==> config.mk <==
export PLATFORM = sky130hd
export DESIGN_NAME = ctrl_decode_stage_flat
export DESIGN_NICKNAME = d
export VERILOG_FILES = /design/src/rtl/ctrl_decode_stage_pkg.sv /design/src/rtl/ctrl_decode_stage_if.sv /design/src/rtl/ctrl_decode_stage_comb.sv /design/src/rtl/ctrl_decode_stage.sv /design/src/flat_wrapper.sv
export SDC_FILE = /design/constraint.sdc
export NUM_CORES = 1
export LEC_CHECK = 0
export CAP_MARGIN = 20
export CORE_ASPECT_RATIO = 0.6
export CORE_MARGIN = 5
export CORE_UTILIZATION = 35
export DETAILED_ROUTE_END_ITERATION = 8
export PLACE_DENSITY = 0.7
export SLEW_MARGIN = 20
export SYNTH_ARGS = -nofsm -noshare
export SYNTH_HDL_FRONTEND = slang
export SYNTH_SLANG_ARGS = --single-unit
export TNS_END_PERCENT = 20
==> constraint.sdc <==
create_clock -name clk -period 4.59 [get_ports clk]
set_input_delay 0.918 -clock clk [delete_from_list [all_inputs] [get_ports clk]]
set_output_delay 0.918 -clock clk [all_outputs]
set_load 0.005 [all_outputs]
==> src/rtl/ctrl_decode_stage_pkg.sv <==
// Shared constants and types for the ID/EX control decode stage.
// Zbb legality helpers are used only when ZBB_DECODE_EN is defined.
package ctrl_pkg;

  localparam logic [6:0] OP_R      = 7'b0110011;
  localparam logic [6:0] OP_IMM    = 7'b0010011;
  localparam logic [6:0] OP_LOAD   = 7'b0000011;
  localparam logic [6:0] OP_BRANCH = 7'b1100011;
  localparam logic [6:0] OP_STORE  = 7'b0100011;
  localparam logic [6:0] OP_JALR   = 7'b1100111;
  localparam logic [6:0] OP_AUIPC  = 7'b0010111;
  localparam logic [6:0] OP_LUI    = 7'b0110111;

  localparam logic [6:0] F7_BASE   = 7'b0000000;
  localparam logic [6:0] F7_ALT    = 7'b0100000;
  localparam logic [6:0] F7_MULDIV = 7'b0000001;
  localparam logic [6:0] F7_MINMAX = 7'b0000101;
  localparam logic [6:0] F7_ROT    = 7'b0110000;
  localparam logic [6:0] F7_ZEXT   = 7'b0000100;

  localparam logic [1:0] ALU_OP_ADD = 2'b00;
  localparam logic [1:0] ALU_OP_BR  = 2'b01;
  localparam logic [1:0] ALU_OP_R   = 2'b10;
  localparam logic [1:0] ALU_OP_I   = 2'b11;

  localparam logic [1:0] WE_NONE = 2'b00;
  localparam logic [1:0] WE_SB   = 2'b01;
  localparam logic [1:0] WE_SH   = 2'b10;
  localparam logic [1:0] WE_SW   = 2'b11;

  typedef enum logic {S_RUN = 1'b0, S_WAIT = 1'b1} state_t;

  typedef struct packed {
    logic       mem_to_reg;
    logic [1:0] data_mem_we;
    logic       rd_we;
    logic       alu_src_b;
    logic       branch;
    logic [1:0] alu_op;
    logic       rs1_use;
    logic       rs2_use;
    logic       pc_op;
    logic       muldiv;
    logic       zbb;
    logic       illegal;
  } ctrl_t;

  localparam ctrl_t CTRL_NOP     = ctrl_t'(14'b00000000000000);
  localparam ctrl_t CTRL_ILLEGAL = ctrl_t'(14'b00000000000001);

  function automatic logic zbb_r_legal(input logic [2:0] f3, input logic [6:0] f7);
    return ((f7 == F7_ALT) & ((f3 == 3'b111) | (f3 == 3'b110) | (f3 == 3'b100))) |
           (f7 == F7_MINMAX) |
           ((f7 == F7_ROT) & ((f3 == 3'b001) | (f3 == 3'b101))) |
           ((f7 == F7_ZEXT) & (f3 == 3'b100));
  endfunction

  function automatic logic zbb_i_legal(input logic [2:0] f3, input logic [6:0] f7);
    return (f7 == F7_ROT) & ((f3 == 3'b001) | (f3 == 3'b101));
  endfunction

endpackage

==> src/rtl/ctrl_decode_stage_if.sv <==
// Handshake and control-word bundle between ID, the decode stage and EX.
interface ctrl_decode_stage_if;
  logic       instr_valid_i;
  logic       instr_ready_o;
  logic [6:0] opcode_i;
  logic [2:0] funct3_i;
  logic [6:0] funct7_i;
  logic       stall_i;
  logic       flush_i;
  logic       ex_valid_o;
  logic       mem_to_reg_o;
  logic [1:0] data_mem_we_o;
  logic       rd_we_o;
  logic       alu_src_b_o;
  logic       branch_o;
  logic [1:0] alu_2bit_op_o;
  logic       rs1_in_use_o;
  logic       rs2_in_use_o;
  logic       pc_operand_o;
  logic       muldiv_o;
  logic       zbb_o;
  logic       illegal_o;
  logic       busy_o;

  modport master (
    output instr_valid_i, opcode_i, funct3_i, funct7_i, stall_i, flush_i,
    input  instr_ready_o, ex_valid_o, mem_to_reg_o, data_mem_we_o, rd_we_o,
           alu_src_b_o, branch_o, alu_2bit_op_o, rs1_in_use_o, rs2_in_use_o,
           pc_operand_o, muldiv_o, zbb_o, illegal_o, busy_o
  );

  modport slave (
    input  instr_valid_i, opcode_i, funct3_i, funct7_i, stall_i, flush_i,
    output instr_ready_o, ex_valid_o, mem_to_reg_o, data_mem_we_o, rd_we_o,
           alu_src_b_o, branch_o, alu_2bit_op_o, rs1_in_use_o, rs2_in_use_o,
           pc_operand_o, muldiv_o, zbb_o, illegal_o, busy_o
  );
endinterface

==> src/rtl/ctrl_decode_stage_comb.sv <==
// Combinational RV32IM control decode and legality check.
// Zbb combinations are recognised only when ZBB_DECODE_EN is defined.
module ctrl_decode_comb
  import ctrl_pkg::*;
(
  input  logic [6:0] i_opcode,
  input  logic [2:0] i_funct3,
  input  logic [6:0] i_funct7,
  output ctrl_t      o_ctrl
);

  logic  w_zbb_r;
  logic  w_zbb_i;
  logic  w_r_base_legal;
  ctrl_t w_raw;

`ifdef ZBB_DECODE_EN
  assign w_zbb_r = zbb_r_legal(i_funct3, i_funct7);
  assign w_zbb_i = zbb_i_legal(i_funct3, i_funct7);
`else
  assign w_zbb_r = 1'b0;
  assign w_zbb_i = 1'b0;
`endif

  assign w_r_base_legal = (i_funct7 == F7_BASE) |
                          ((i_funct7 == F7_ALT) & ((i_funct3 == 3'b000) | (i_funct3 == 3'b101)));

  // Per-opcode control fields before the illegal-word override
  always_comb begin
    w_raw = CTRL_NOP;
    case (i_opcode)
      OP_R: begin
        w_raw.rd_we   = 1'b1;
        w_raw.alu_op  = ALU_OP_R;
        w_raw.rs1_use = 1'b1;
        w_raw.rs2_use = 1'b1;
        w_raw.muldiv  = (i_funct7 == F7_MULDIV);
        w_raw.zbb     = w_zbb_r;
        w_raw.illegal = ~(w_r_base_legal | (i_funct7 == F7_MULDIV) | w_zbb_r);
      end
      OP_IMM: begin
        w_raw.rd_we     = 1'b1;
        w_raw.alu_src_b = 1'b1;
        w_raw.alu_op    = ALU_OP_I;
        w_raw.rs1_use   = 1'b1;
        w_raw.zbb       = w_zbb_i;
        w_raw.illegal   = zbb_i_legal(i_funct3, i_funct7) & ~w_zbb_i;
      end
      OP_LOAD: begin
        w_raw.mem_to_reg = 1'b1;
        w_raw.rd_we      = 1'b1;
        w_raw.alu_src_b  = 1'b1;
        w_raw.alu_op     = ALU_OP_ADD;
        w_raw.rs1_use    = 1'b1;
      end
      OP_BRANCH: begin
        w_raw.branch    = 1'b1;
        w_raw.alu_src_b = 1'b1;
        w_raw.alu_op    = ALU_OP_BR;
        w_raw.rs1_use   = 1'b1;
        w_raw.rs2_use   = 1'b1;
      end
      OP_STORE: begin
        w_raw.alu_src_b = 1'b1;
        w_raw.alu_op    = ALU_OP_ADD;
        w_raw.rs1_use   = 1'b1;
        w_raw.rs2_use   = 1'b1;
        case (i_funct3)
          3'b000:  w_raw.data_mem_we = WE_SB;
          3'b001:  w_raw.data_mem_we = WE_SH;
          3'b010:  w_raw.data_mem_we = WE_SW;
          default: w_raw.illegal     = 1'b1;
        endcase
      end
      OP_JALR: begin
        w_raw.rd_we     = 1'b1;
        w_raw.alu_src_b = 1'b1;
        w_raw.branch    = 1'b1;
        w_raw.pc_op     = 1'b1;
        w_raw.rs1_use   = 1'b1;
      end
      OP_AUIPC: begin
        w_raw.rd_we     = 1'b1;
        w_raw.alu_src_b = 1'b1;
        w_raw.pc_op     = 1'b1;
      end
      OP_LUI: begin
        w_raw.rd_we     = 1'b1;
        w_raw.alu_src_b = 1'b1;
      end
      default: w_raw.illegal = 1'b1;
    endcase
  end

  // An illegal word must never write registers, memory or redirect the PC
  assign o_ctrl = w_raw.illegal ? CTRL_ILLEGAL : w_raw;

endmodule

==> src/rtl/ctrl_decode_stage.sv <==
// ID/EX control register with valid/ready handshake, stall, flush and mul/div throttle.
// Optional Zbb decode is enabled by defining ZBB_DECODE_EN.
module ctrl_decode_stage
  import ctrl_pkg::*;
#(
  parameter int MUL_CYCLES = 2,
  parameter int DIV_CYCLES = 33
) (
  input  logic                clk,
  input  logic                reset,
  ctrl_decode_stage_if.slave  bus
);

  localparam logic [7:0] MUL_LOAD = 8'(MUL_CYCLES - 1);
  localparam logic [7:0] DIV_LOAD = 8'(DIV_CYCLES - 1);

  ctrl_t      w_dec;
  ctrl_t      r_ctrl;
  ctrl_t      w_ctrl_nxt;
  state_t     r_state;
  state_t     w_state_nxt;
  logic       r_ex_valid;
  logic       w_ex_valid_nxt;
  logic       r_busy;
  logic       w_busy_nxt;
  logic [7:0] r_cnt;
  logic [7:0] w_cnt_nxt;
  logic       w_ready;
  logic       w_accept;

  ctrl_decode_comb u_dec (
    .i_opcode (bus.opcode_i),
    .i_funct3 (bus.funct3_i),
    .i_funct7 (bus.funct7_i),
    .o_ctrl   (w_dec)
  );

  assign w_ready  = (r_state == S_RUN) & (~r_ex_valid | ~bus.stall_i);
  assign w_accept = bus.instr_valid_i & w_ready;

  // Next-state, control word, valid and countdown; flush overrides everything
  always_comb begin
    w_state_nxt    = r_state;
    w_ctrl_nxt     = r_ctrl;
    w_ex_valid_nxt = r_ex_valid;
    w_busy_nxt     = r_busy;
    w_cnt_nxt      = r_cnt;
    if (bus.flush_i) begin
      w_state_nxt    = S_RUN;
      w_ex_valid_nxt = 1'b0;
      w_busy_nxt     = 1'b0;
      w_cnt_nxt      = 8'd0;
    end else begin
      case (r_state)
        S_RUN: begin
          if (w_accept) begin
            w_ctrl_nxt = w_dec;
            if (w_dec.muldiv) begin
              w_ex_valid_nxt = 1'b0;
              w_busy_nxt     = 1'b1;
              w_cnt_nxt      = bus.funct3_i[2] ? DIV_LOAD : MUL_LOAD;
              w_state_nxt    = S_WAIT;
            end else begin
              w_ex_valid_nxt = 1'b1;
            end
          end else if (r_ex_valid & bus.stall_i) begin
            w_ex_valid_nxt = 1'b1;
          end else begin
            w_ex_valid_nxt = 1'b0;
          end
        end
        S_WAIT: begin
          if (r_cnt == 8'd0) begin
            w_ex_valid_nxt = 1'b1;
            w_busy_nxt     = 1'b0;
            w_state_nxt    = S_RUN;
          end else begin
            w_cnt_nxt = r_cnt - 8'd1;
          end
        end
        default: begin
          w_state_nxt = S_RUN;
        end
      endcase
    end
  end

  // State and ID/EX control register
  always_ff @(posedge clk or posedge reset) begin
    if (reset) begin
      r_state    <= S_RUN;
      r_ctrl     <= CTRL_NOP;
      r_ex_valid <= 1'b0;
      r_busy     <= 1'b0;
      r_cnt      <= 8'd0;
    end else begin
      r_state    <= w_state_nxt;
      r_ctrl     <= w_ctrl_nxt;
      r_ex_valid <= w_ex_valid_nxt;
      r_busy     <= w_busy_nxt;
      r_cnt      <= w_cnt_nxt;
    end
  end

  assign bus.instr_ready_o = w_ready;
  assign bus.ex_valid_o    = r_ex_valid;
  assign bus.busy_o        = r_busy;
  assign bus.mem_to_reg_o  = r_ctrl.mem_to_reg;
  assign bus.data_mem_we_o = r_ctrl.data_mem_we;
  assign bus.rd_we_o       = r_ctrl.rd_we;
  assign bus.alu_src_b_o   = r_ctrl.alu_src_b;
  assign bus.branch_o      = r_ctrl.branch;
  assign bus.alu_2bit_op_o = r_ctrl.alu_op;
  assign bus.rs1_in_use_o  = r_ctrl.rs1_use;
  assign bus.rs2_in_use_o  = r_ctrl.rs2_use;
  assign bus.pc_operand_o  = r_ctrl.pc_op;
  assign bus.muldiv_o      = r_ctrl.muldiv;
  assign bus.zbb_o         = r_ctrl.zbb;
  assign bus.illegal_o     = r_ctrl.illegal;

endmodule

==> src/flat_wrapper.sv <==
// flat-port wrapper written by rule: the top's interface ports become plain ports
module ctrl_decode_stage_flat import ctrl_pkg::*;
#(
  parameter int MUL_CYCLES = 2,
  parameter int DIV_CYCLES = 33
)
  (clk, reset, bus_instr_valid_i, bus_opcode_i, bus_funct3_i, bus_funct7_i, bus_stall_i, bus_flush_i, bus_instr_ready_o, bus_ex_valid_o, bus_mem_to_reg_o, bus_data_mem_we_o, bus_rd_we_o, bus_alu_src_b_o, bus_branch_o, bus_alu_2bit_op_o, bus_rs1_in_use_o, bus_rs2_in_use_o, bus_pc_operand_o, bus_muldiv_o, bus_zbb_o, bus_illegal_o, bus_busy_o);
  ctrl_decode_stage_if bus_i ();
  input  logic clk;
  input  logic reset;
  input wire logic [$bits(bus_i.instr_valid_i)-1:0] bus_instr_valid_i;
  input wire logic [$bits(bus_i.opcode_i)-1:0] bus_opcode_i;
  input wire logic [$bits(bus_i.funct3_i)-1:0] bus_funct3_i;
  input wire logic [$bits(bus_i.funct7_i)-1:0] bus_funct7_i;
  input wire logic [$bits(bus_i.stall_i)-1:0] bus_stall_i;
  input wire logic [$bits(bus_i.flush_i)-1:0] bus_flush_i;
  output wire logic [$bits(bus_i.instr_ready_o)-1:0] bus_instr_ready_o;
  output wire logic [$bits(bus_i.ex_valid_o)-1:0] bus_ex_valid_o;
  output wire logic [$bits(bus_i.mem_to_reg_o)-1:0] bus_mem_to_reg_o;
  output wire logic [$bits(bus_i.data_mem_we_o)-1:0] bus_data_mem_we_o;
  output wire logic [$bits(bus_i.rd_we_o)-1:0] bus_rd_we_o;
  output wire logic [$bits(bus_i.alu_src_b_o)-1:0] bus_alu_src_b_o;
  output wire logic [$bits(bus_i.branch_o)-1:0] bus_branch_o;
  output wire logic [$bits(bus_i.alu_2bit_op_o)-1:0] bus_alu_2bit_op_o;
  output wire logic [$bits(bus_i.rs1_in_use_o)-1:0] bus_rs1_in_use_o;
  output wire logic [$bits(bus_i.rs2_in_use_o)-1:0] bus_rs2_in_use_o;
  output wire logic [$bits(bus_i.pc_operand_o)-1:0] bus_pc_operand_o;
  output wire logic [$bits(bus_i.muldiv_o)-1:0] bus_muldiv_o;
  output wire logic [$bits(bus_i.zbb_o)-1:0] bus_zbb_o;
  output wire logic [$bits(bus_i.illegal_o)-1:0] bus_illegal_o;
  output wire logic [$bits(bus_i.busy_o)-1:0] bus_busy_o;
  assign bus_i.instr_valid_i = bus_instr_valid_i;
  assign bus_i.opcode_i = bus_opcode_i;
  assign bus_i.funct3_i = bus_funct3_i;
  assign bus_i.funct7_i = bus_funct7_i;
  assign bus_i.stall_i = bus_stall_i;
  assign bus_i.flush_i = bus_flush_i;
  assign bus_instr_ready_o = bus_i.instr_ready_o;
  assign bus_ex_valid_o = bus_i.ex_valid_o;
  assign bus_mem_to_reg_o = bus_i.mem_to_reg_o;
  assign bus_data_mem_we_o = bus_i.data_mem_we_o;
  assign bus_rd_we_o = bus_i.rd_we_o;
  assign bus_alu_src_b_o = bus_i.alu_src_b_o;
  assign bus_branch_o = bus_i.branch_o;
  assign bus_alu_2bit_op_o = bus_i.alu_2bit_op_o;
  assign bus_rs1_in_use_o = bus_i.rs1_in_use_o;
  assign bus_rs2_in_use_o = bus_i.rs2_in_use_o;
  assign bus_pc_operand_o = bus_i.pc_operand_o;
  assign bus_muldiv_o = bus_i.muldiv_o;
  assign bus_zbb_o = bus_i.zbb_o;
  assign bus_illegal_o = bus_i.illegal_o;
  assign bus_busy_o = bus_i.busy_o;
  ctrl_decode_stage #(.MUL_CYCLES(MUL_CYCLES), .DIV_CYCLES(DIV_CYCLES)) u_core (.clk(clk), .reset(reset), .bus(bus_i));
endmodule
==> impl_metrics.env <==
export IMPL_status="finished clean"
export IMPL_r2r_start="u_core.r_state"
export IMPL_nets=221
export IMPL_synth_fa_ha_area_frac=0.00845
export IMPL_cts_root_buffer="clkbuf_8"
export IMPL_hp_class="register to register"
export IMPL_synthMuxAreaShare=0.0135
export IMPL_critPathMaxFanout=5
export IMPL_grt_max_degree=25
export IMPL_clk_insertion_delay_late_ps=260
export IMPL_drive_gt1_frac=0.0714
export IMPL_setup_violations_final=0
export IMPL_rsz0062_at_grt="no"
export IMPL_power_frac_comb=0.152
export IMPL_fin_crit_ps=3040
export IMPL_clkPwrFrac=0.308
export IMPL_r2r_end="u_core.bus.rs2_in_use_o"
export IMPL_synth_cell_types=48
export IMPL_seqPwrFrac=0.540
export IMPL_critPathRequiredTime_ps=3670
export IMPL_max_freq_mhz=329
export IMPL_dr_pass1_iters=4
export IMPL_hold_slack_ps=481
export IMPL_post_cts_setup_buffer_count=0
export IMPL_intPower_uw=303
export IMPL_die_width_um=94.0
export IMPL_syn_area_per_cell_um2=8.97
export IMPL_remaining_drc_errors=0
export IMPL_power_total_uw=400
export IMPL_synth_compound_area_frac=0.223
export IMPL_synthCells=165
export IMPL_grt_overflow_total=0
export IMPL_synth_top_family_by_area="simple AND/OR/NAND/NOR gates"
export IMPL_syn_to_final_growth_pct=30.1
export IMPL_hold_path_end="u_core.bus.rd_we_o"
export IMPL_worst_slew_pin_slew_ps=922
export IMPL_antenna_found_initial=0
export IMPL_synth_simple_area_share=0.294
export IMPL_ys_ff_latch=24
export IMPL_synth_area_leaders="dfrtp_1, nand2_1, a21oi_1, o31ai_1, nor2b_1"
export IMPL_path_class="input port to output pin"
export IMPL_syn_nets=188
export IMPL_yosysTopAreaCellShare=0.406
export IMPL_gp_congestion=0.797
export IMPL_cap_viol_max_count=0
export IMPL_fp_coreArea_um2=4100
export IMPL_reg2regPathDepth=4
export IMPL_async_flop_share=1.00
export IMPL_die_h_um=60.4
export IMPL_holdBufCountCts=0
export IMPL_place_hpwl_um=2800
export IMPL_largest_register_ffs=8
export IMPL_synth_sequential_area_ratio=0.406
export IMPL_ir_drop_mv=0.112
export IMPL_min_path_cells=2
export IMPL_grt_first_pass_wirelength_um=6090
export IMPL_fin_tns_setup_ps=0
export IMPL_ant_nets=0
export IMPL_p_leak_nw=0.783
export IMPL_synth_area_um2=1480
export IMPL_critical_path_arrival_ps=2120
export IMPL_grtUsageTotal=0.136
export IMPL_synth_area_leader_cell="dfrtp_1"
export IMPL_initialDrtViolationCount=122
export IMPL_synth_xor_area_frac=0.0118
export IMPL_post_cts_resize_count=0
export IMPL_power_net_switching_uw=96.2
export IMPL_cts_inserted_buffers=3
export IMPL_routed_wl_um=3630
export IMPL_min_from="u_core.bus.rd_we_o"
export IMPL_reg2reg_slack_ps=2440
export IMPL_min_period_over_period=0.662
export IMPL_switching_share=0.241
export IMPL_io_pins=39
export IMPL_cts_buffer_depth=2
export IMPL_initial_core_util=0.361
export IMPL_start_kind="input port"
export IMPL_die_area_um2=5670
export IMPL_cellPowerDensity_nw_per_um2=207
export IMPL_dominantRegCellSynth="dfrtp_1"
export IMPL_synth_edf_count=0
export IMPL_grt_pass1_vias=1181
export IMPL_critPathCaptureType="output pin"
export IMPL_maxSlewViolCount=0
export IMPL_yosysWarningCount=0
export IMPL_cts_max_level=1
export IMPL_rows=18
export IMPL_cts_sinks=24
export IMPL_worst_slew_margin_rel=0.385
export IMPL_via_count=1331
export IMPL_diodes=0
export IMPL_largest_register="u_core.r_cnt"
export IMPL_hold_viol=0
export IMPL_port_buffers=37
export IMPL_cts_tree="yes"
export IMPL_avgViaCountPerCell=5.20
export IMPL_path_clk_slew_ps=80
export IMPL_clock_skew_ps=2.45
export IMPL_wl_per_cell_um=14.2
[logic make-up (layout without fill, tap and decap cells)]
logic type                 count (synthesis)  count (layout)
and+or+nand+nor                           71              71
AOI/OAI and AO/OA                         50              50
muxes                                      2               2
other                                      1               1
xor gates and xnor gates                   2               2
DFF                                       24              24
buffers and inverters                     14              45
adders and majority gates                  1               1
[metrics by stage]
step                      cells  utilization  instance area, um^2  setup WS [ps]
after floorplan             165            -                 1480           2500
after global placement      253        0.460                 1880           1480
after detailed placement    253        0.460                 1880           1410
after CTS                   256        0.470                 1930           1540
after global routing        256        0.470                 1930           1520
final                       256        0.470                 1930           1550
[Yosys cell counts (all sizes together) (3+ instances only)]
| cell | n |
|---|---|
| dfrtp | 24 |
| nor2 | 8 |
| a21oi | 17 |
| o21ai | 10 |
| buf | 4 |
| o211ai | 3 |
| nand3b | 4 |
| a31oi | 3 |
| nor2b | 8 |
| clkbuf | 5 |
| nor3 | 4 |
| nor4 | 3 |
| inv | 5 |
| nand2 | 22 |
| o31ai | 8 |
[worst max-delay path, stage by stage]
cell and delay [ps]:
clkdlybuf4s50_1 450, a21oi_4 220, clkdlybuf4s50_1 530
[per-layer routing]
| layer | global-route usage | share of wire | up-vias |
|---|---|---|---|
| met2 | 0.164 | 0.35 | 57 |
| met3 | 0.0446 | 0.097 | 2 |
| met5 | 0 | 0 | - |
| li1 | - | - | 664 |
| met1 | 0.228 | 0.54 | 608 |
| met4 | 0.0185 | 0.0069 | 0 |
[power groups by stage]
stage,Combinational [mW],Clock (mW),Sequential [mW]
4_1_cts,0.0611,0.127,0.216
3_5_place_dp,0.0611,0,0.220
6_report,0.0605,0.123,0.216
3_3_place_gp,0.0603,0,0.220
5_1_grt,0.0669,0.136,0.216
2_1_floorplan,0.0279,0,0.220
[cells in the final DEF (no fill, tap or decap), types with 2 or more instances in the layout]
cell / instances
clkdlybuf4s50_1: 37
and3b_1: 2
nor3_1: 4
nor2_1: 8
mux2i_1: 2
nand3b_1: 3
nand2_1: 22
a31oi_1: 3
o31ai_1: 8
nor4_1: 2
o211ai_1: 3
or3_1: 2
or2_2: 2
o21ai_0: 10
a21oi_1: 16
nand3_1: 2
nand4b_1: 2
dfrtp_1: 24
nand2b_1: 2
inv_1: 5
or4_1: 2
clkbuf_8: 3
nor2b_1: 8
[layout make-up]
cell class,count,area [um^2]
fill,412,2170
multi-input combinational,127,820
sequential,24,601
timing repair buffer,37,370
tap,60,75.1
clock buffer,3,41.3
inverter,5,18.8
[worst max path at each step]
stage / from / to / slack [ps]
final: bus_stall_i / bus_instr_ready_o / 1550
after global routing: bus_stall_i / bus_instr_ready_o / 1520
after CTS: bus_stall_i / bus_instr_ready_o / 1540
after detailed placement: bus_flush_i / u_core.bus.rs2_in_use_o / 1410
after global placement: bus_flush_i / u_core.bus.rs1_in_use_o / 1480
after floorplan: bus_opcode_i[2] / u_core.r_cnt[5] / 2500
No activity file was read; power rests on OpenSTA's default activity.
